## src/rtl/reg_bank_pkg.sv

```systemverilog
// reg_bank_pkg: shared state encoding and sizing helpers for the register bank logic
package reg_bank_pkg;
   localparam logic [1:0] S_IDLE   = 2'd0;
   localparam logic [1:0] S_ENABLE = 2'd1;
   localparam logic [1:0] S_GAP    = 2'd2;
   localparam int CNT_W = 3;
   function automatic int idx_w(input int n);
      return (n > 1) ? $clog2(n) : 1;
   endfunction
endpackage

```

## src/rtl/oe_decoder.sv

```systemverilog
// oe_decoder: registered active-low one-hot output-enable decode
module oe_decoder #(
   parameter int NREG  = 4,
   parameter int IDX_W = 2
) (
   input  logic             CLK,
   input  logic             CLR_N,
   input  logic [IDX_W-1:0] idx,
   input  logic             en,
   output logic [NREG-1:0]  OE_N
);
   // at most one enable low; all high when disabled or in reset
   always_ff @(posedge CLK)
      OE_N <= (!CLR_N || !en) ? '1 : ~(NREG'(1) << idx);
endmodule

```

## src/rtl/reg_bank_reader.sv

```systemverilog
// reg_bank_reader: scans a shared-bus register bank and publishes a parallel snapshot
module reg_bank_reader
   import reg_bank_pkg::*;
#(
   parameter int NREG   = 4,
   parameter int W      = 4,
   parameter int SETTLE = 1
) (
   input  logic            CLK,
   input  logic            CLR_N,
   input  logic            START,
   input  logic [W-1:0]    BUS,
   output logic [NREG-1:0] OE_N,
   output logic [NREG*W-1:0] Q,
   output logic            BUSY,
   output logic            VALID
);
   localparam int IDX_W = idx_w(NREG);
   logic [1:0]       state, state_nx;
   logic [IDX_W-1:0] idx, idx_nx;
   logic [CNT_W-1:0] cnt, cnt_nx;
   logic [NREG*W-1:0] shadow;
   logic             last_en, last_idx, done, oe_en;
   // state register
   always_ff @(posedge CLK) begin
      if (!CLR_N) begin
         state <= S_IDLE;
         idx   <= '0;
         cnt   <= '0;
      end else begin
         state <= state_nx;
         idx   <= idx_nx;
         cnt   <= cnt_nx;
      end
   end
   // next state: ENABLE for SETTLE+1 cycles, then one GAP cycle per register
   always_comb begin
      state_nx = state;
      idx_nx   = idx;
      cnt_nx   = cnt;
      case (state)
         S_IDLE: if (START) begin
            state_nx = S_ENABLE;
            idx_nx   = '0;
            cnt_nx   = '0;
         end
         S_ENABLE: begin
            state_nx = last_en ? S_GAP : S_ENABLE;
            cnt_nx   = last_en ? '0 : cnt + CNT_W'(1);
         end
         S_GAP: begin
            state_nx = last_idx ? S_IDLE : S_ENABLE;
            idx_nx   = last_idx ? idx : idx + IDX_W'(1);
         end
         default: state_nx = S_IDLE;
      endcase
   end
   // decoded controls; the OE register is fed from next-state so it lines up with ENABLE
   always_comb begin
      last_en  = (state == S_ENABLE) && (cnt == CNT_W'(SETTLE));
      last_idx = idx == IDX_W'(NREG - 1);
      done     = (state == S_GAP) && last_idx;
      oe_en    = state_nx == S_ENABLE;
   end
   oe_decoder #(.NREG(NREG), .IDX_W(IDX_W)) u_oe (
      .CLK  (CLK),
      .CLR_N(CLR_N),
      .idx  (idx_nx),
      .en   (oe_en),
      .OE_N (OE_N)
   );
   // capture each word into shadow; publish the whole snapshot only when the scan completes
   always_ff @(posedge CLK) begin
      if (!CLR_N) begin
         shadow <= '0;
         Q      <= '0;
         BUSY   <= 1'b0;
         VALID  <= 1'b0;
      end else begin
         if (last_en) shadow[idx*W +: W] <= BUS;
         if (done) Q <= shadow;
         VALID <= done;
         BUSY  <= state_nx != S_IDLE;
      end
   end
endmodule

```

## config.mk

```make
export PLATFORM = sky130hd
export DESIGN_NAME = reg_bank_reader
export DESIGN_NICKNAME = d
export VERILOG_FILES = /design/src/rtl/reg_bank_pkg.sv /design/src/rtl/oe_decoder.sv /design/src/rtl/reg_bank_reader.sv
export SDC_FILE = /design/constraint.sdc
export NUM_CORES = 1
export LEC_CHECK = 0
export CORE_ASPECT_RATIO = 0.7
export CORE_UTILIZATION = 47
export CTS_CLUSTER_DIAMETER = 200
export DETAILED_ROUTE_END_ITERATION = 10
export DONT_BUFFER_PORTS = 1
export PLACE_DENSITY = 0.73
export SKIP_LAST_GASP = 1
export SLEW_MARGIN = 20
export SYNTH_ARGS = -nofsm -noshare
export SYNTH_HDL_FRONTEND = slang
export SYNTH_SLANG_ARGS = --single-unit
```

## constraint.sdc

```tcl
create_clock -name CLK -period 2.05 [get_ports CLK]
set_input_delay 0.41 -clock CLK [delete_from_list [all_inputs] [get_ports CLK]]
set_output_delay 0.41 -clock CLK [all_outputs]
set_load 0.05 [all_outputs]
```

== Word level (Yosys, flattened, before mapping) ==
Index checks and enable logic that the tools add are counted.

* Bits of input ports: 7
* Register bits: 45
* Logic and storage cells: 41
* Output and inout bits: 22

* Equal/unequal tests: 6
* Bitwise operators: 1
* Reduce and logical (&&, ||, !) cells: 9
* Shift-type cells: 3
* Mux-type cells: 11
* Add/subtract/negate cells: 3

{| class="wikitable"
|+ Operators with widths
! kind !! number
|-
| $neg 4->34 || 1
|-
| $shift 4x34->16 const A || 1
|-
| $shiftx 4x34->16 || 1
|-
| $bwmux 16 || 1
|-
| $mux 2 || 4
|-
| $mux 3 || 2
|-
| $pmux 2 s3 || 1
|-
| $pmux 3 s2 || 1
|-
| $eq 2x1->1 const B || 2
|-
| $eq 2x2->1 const B || 2
|-
| $not 4->4 || 1
|-
| $pmux 2 s2 || 1
|-
| $reduce_bool 2->1 || 2
|-
| $shl 1x2->4 const A || 1
|-
| $add 3x1->3 const B || 1
|-
| $eq 3x1->1 const B || 1
|-
| $add 2x1->2 const B || 1
|-
| $logic_and 1x1->1 || 2
|-
| $logic_not 1->1 || 2
|-
| $logic_not 2->1 || 1
|-
| $ne 2x2->1 const B || 1
|-
| $reduce_and 2->1 || 1
|-
| $logic_or 1x1->1 || 1
|-
| $mux 1 || 1
|}

== Logic depth before layout (Yosys ltp) ==
Gate-level depths: netlist of run 1.

* Word-level depth: 7
* Depth in mapped cells: 7

== Hierarchy ==
From an unflattened synthesis of run 1, not the netlist that was laid out.

* Cell total of the unflattened synthesis: 212
* Area, all modules: 1868.0 um2

{| class="wikitable"
|+ Modules (own cells, without submodules)
! module !! times used !! area each (um2) !! cells each
|-
| reg_bank_reader || 1 || 1752.9 || 204
|-
| oe_decoder || 1 || 115.1 || 8
|}

== Worst setup path after synthesis of run 1 ==
Ideal clock, no wire load.

* Kind: register to register
* From: reg idx[0]
* To: reg shadow[14]
* Clock period less this slack: 1571 ps
* Stages on the path, launching flop included: 6
* Setup time: 70 ps
* Arrival: 1500 ps
* Path slack: 479 ps
* Cells stage by stage: dfxtp_1 -> inv_1 -> ha_1 -> nor3b_1 -> nand4_1 -> a21oi_1

* Longest elaborated chain between the ends: 3
* Elaborated cells on any way between the ends: 4
* Classes of those cells: add/sub: 1; shift: 2; mux: 1

{| class="wikitable"
|+ RTL lines
! what !! line !! text
|-
| start, declared || reg_bank_reader.sv:20 || <nowiki>logic [IDX_W-1:0] idx, idx_nx;</nowiki>
|-
| start signal, assigned || reg_bank_reader.sv:32 || <nowiki>idx <= idx_nx;</nowiki>
|-
| $neg 4->34 * || reg_bank_reader.sv:80 || <nowiki>if (last_en) shadow[idx*W +: W] <= BUS;</nowiki>
|-
| $shiftx 4x34->16 or $shift 4x34->16 (tied branches) || reg_bank_reader.sv:80 ||
|-
| $bwmux 16 * || reg_bank_reader.sv:80 ||
|-
| end signal, assigned || reg_bank_reader.sv:75 || <nowiki>shadow <= '0;</nowiki>
|-
| end signal, assigned by index || reg_bank_reader.sv:80 ||
|-
| end, declared || reg_bank_reader.sv:22 || <nowiki>logic [NREG*W-1:0] shadow;</nowiki>
|}

Every way passes the cells marked *; elsewhere a longest branch is shown, timed or not.
A chain may end at the register's enable or synchronous reset.

== Worst setup path after layout of run 1 ==
Same ends and word-level chain as after synthesis.

==> reports/qor.csv, run 1 <==
stage,metric,value,unit
placed_design,port_buffers,0,
die,pin_count,29,
final_layout,syn_to_final_growth,4.40,%
synth,synth_edf_count,0,
worst_setup_path,r2r_cells,5,
synth,ys_ff_latch,45,
worst_setup_path,start_kind,flop,
final_layout,fin_area,0.00199,mm^2
clock_network,clkLatencyLatePin,0.29,ns
die,rows,18,
synth,yosysWarnings,0,
placed_design,post-place-cells,252,
global_route,first_global_vias,1297,
final_layout,drive_gt1_share,9.13,%
die,start_util,51.6,%
worst_setup_path,worstPathMaxFanout,11,
global_route,grt_antenna_before_repair,0,
die,die_y,55.3,um
synth,synth.largest_area_cell,dfxtp_1,
routing,firstDrtPassIters,4,
power_and_ir_drop,power.total,1.56,mW
synth,synth-seq-area-share,47.3,%
clock_network,path_clk_slew,0.08,ns
worst_setup_path,cp_cell_sequence,"inv_1, ha_1, nor3b_1, nand4_1, a21oi_1",
routing,vias,1445,
clock_network,postCtsSetupBuffers,0,
worst_hold_path,holdPathEnd,shadow[3]$_SDFFE_PN0P_,
synth,synth_top_area_share,47.3,%
clock_network,cts-root-buf,clkbuf_8,
clock_network,cts_tree,done,
worst_hold_path,hold_depth,2,
final_layout,stdcell_count,258,
routing,route.detailed.drc,0,
clock_network,clock_path_buffers,2,
synth,synth_flop_cell,dfxtp_1,
worst_setup_path,crit_path_end_kind,flop,
worst_setup_path,r2r-end,shadow[14]$_SDFFE_PN0P_,
timing,rsz0062_at_grt,yes,
clock_network,cts.sinks,45,
synth,synth_area,0.00190,mm^2
routing,drtIter0Drc,92,
timing,period_share,95.8,%
routing,wire_per_inst,14.5,um
placed_design,dpl_cell_area,0.00191,mm^2
timing,drv_slew,0,
power_and_ir_drop,p_leak,0.674,nW
final_layout,layout.nets,225,
routing,ant_nets,0,
global_route,grt_overflow,0,
synth,postSynth.asyncResetShare,0,%
clock_network,cts_buffers,5,
synth,synth_area_leaders,"dfxtp_1 47%, a21oi_1 8.7%, nand2_1 6.5%, ha_1 5.9%, nand4_1 5.3%",
placed_design,gp_congestion,0.775,
final_layout,n_fill_cell,352,
synth,syn-num-nets,226,
synth,netlist_instances,210,
power_and_ir_drop,power_density,786,mW/mm^2
global_route,grt_pass1_wl,6150,um
synth,synthDistinctLibCells,36,
power_and_ir_drop,ir_drop,382,uV
timing,max_freq,509,MHz
routing,drt_wl_total,3750,um
worst_setup_path,reg2reg_from,idx[0]$_SDFF_PN0_,
worst_hold_path,hold_class,in -> reg,
timing,max_slew_margin,61.9,%
die,die_w,78.1,um
timing,period_minus_slack,1.96,ns
worst_setup_path,path_class,reg -> reg,
clock_network,htree_num_levels,2,
worst_setup_path,critPathArrivalTime,2.18,ns
worst_setup_path,rrSetupSlack,0.09,ns
clock_network,cts.repair.resized,0,
flow_run,drv_cap,0,
timing,worst_slew_pin_slew,0.571,ns
timing,hold_viol,0,
worst_setup_path,cpPeakStageDelay,0.52,ns
worst_hold_path,min_from,BUS[3],
final_layout,diodes,0,
global_route,grt_max_degree,18,
worst_setup_path,slowest_stage,dfxtp_1,
synth,avgSynthCellArea,9.07,um^2
placed_design,dp_hpwl,2620,um
timing,fin_worst_skew,0.00778,ns
worst_setup_path,required,2.27,ns
timing,setup_tns,0,ns
final_layout,final_core_utilization,53.8,%
routing,routed_via_density,5.60,
global_route,track_usage,18.7,%
timing,finalSetupViolations,0,
status,status,completed,
die,die_area,0.00431,mm^2
die,coreArea,0.00369,mm^2
-- through the flow --
stage          hold slack [ns]  setup slack (ns)
2_1_floorplan            0.428             0.479
3_3_place_gp             0.439             0.293
3_5_place_dp             0.443             0.185
4_1_cts                  0.272             0.165
5_1_grt                  0.278          -0.00987
6_report                 0.280            0.0869
-- state kept, by name (all words and copies together) (netlist names) --
signal and cells:
Q 16, cnt 3, idx 2, VALID 1, state 2, shadow 16, u_oe.OE_N 4, BUSY 1
-- final cells by class --
class                           instances  area (um^2)  area share [%]
Multi-Input combinational cell        144          887            44.6
Tap cell                               50         62.6            3.15
Clock buffer                            5         68.8            3.46
Clock inverter                          1         5.00           0.252
Sequential cell                        45          901            45.3
Timing Repair Buffer                    4         30.0            1.51
Inverter                                9         33.8            1.70
-- placed cells by master (no fill, tap or decap), drive strengths merged --
cell type and instances:
clkinv 1, o2bb2ai 2, o32ai 1, o21ba 1
nor2b 1, nand4bb 1, nor2 5, buf 4
or2 1, nor3 1, and4bb 1, nor3b 3
inv 9, a2bb2oi 2, nand3 4, nand3b 2
nand2 33, dfxtp 45, a21bo 1, or3 1
and3b 2, xnor2 1, a2111oi 1, nand4 16
o21bai 2, a211oi 1, a21oi 33, clkbuf 5
o21ai 17, nand2b 2, ha 9
-- power by group --
part           switching, mW  internal (mW)
sequential            0.0479          0.895
combinational         0.0700         0.0493
clock                  0.275          0.224
total                  0.393           1.17
-- worst max-delay path by stage --
stage,start,end,slack (ns),cells past startpoint
global placement,idx[0]$_SDFF_PN0_,shadow[13]$_SDFFE_PN0P_,0.29,5
finish,idx[0]$_SDFF_PN0_,shadow[14]$_SDFFE_PN0P_,0.09,5
detailed placement,idx[0]$_SDFF_PN0_,shadow[1]$_SDFFE_PN0P_,0.18,5
CTS,idx[0]$_SDFF_PN0_,shadow[15]$_SDFFE_PN0P_,0.16,5
global route,idx[0]$_SDFF_PN0_,shadow[15]$_SDFFE_PN0P_,-0.01,5
floorplan,idx[0]$_SDFF_PN0_,shadow[14]$_SDFFE_PN0P_,0.48,5
-- synth_stat cells (2+ instances only) --
| library cell | n |
|---|---|
| a21oi_1 | 33 |
| buf_6 | 3 |
| ha_1 | 9 |
| a2bb2oi_1 | 2 |
| nand3_1 | 4 |
| dfxtp_1 | 45 |
| and3b_1 | 2 |
| o21ai_0 | 16 |
| buf_1 | 3 |
| buf_4 | 3 |
| nand2_1 | 33 |
| o2bb2ai_1 | 2 |
| nor2_1 | 5 |
| buf_2 | 2 |
| nand4_1 | 16 |
| inv_1 | 9 |
| nand2b_1 | 2 |
| nor3b_1 | 3 |
-- repair_timing --
action,in CTS,in global routing
hold buffers,0,0
hold endpoints to repair,0,0
setup endpoints to repair,0,2
-- worst max-delay path: cells and delay by family (launching register included) --
family	cells	cell delay, ns
AOI/OAI and AO/OA	1	0.20
DFF	1	0.52
and+or+nand+nor	2	0.65
adders and majority gates	1	0.37
buffers and inverters	1	0.15
-- cell families (layout without fill, tap and decap cells) --
group,count (synthesis),count (layout),share of synthesized area (%)
and+or+nand+nor,73,73,20.9
AOI/OAI and AO/OA,61,61,19.3
DFF,45,45,47.3
buffers and inverters,21,19,6.11
adders and majority gates,9,9,5.91
xor gates and xnor gates,1,1,0.460
-- routing by layer --
metal	GRT usage (%)	wire length, um	up-vias
met2	24.1	1430	47
li1	-	-	734
met4	8.73	55	0
met3	5.62	265	6
met1	27.8	2010	658
met5	0	0	-
Power figures use the tool's default switching activity.
==> run 2, diff against run 1 <==
ABC_AREA = 0   (was default)
==> results of run 2 <==
Same layout as run 1: the final DEF is identical, and so are final timing and power.
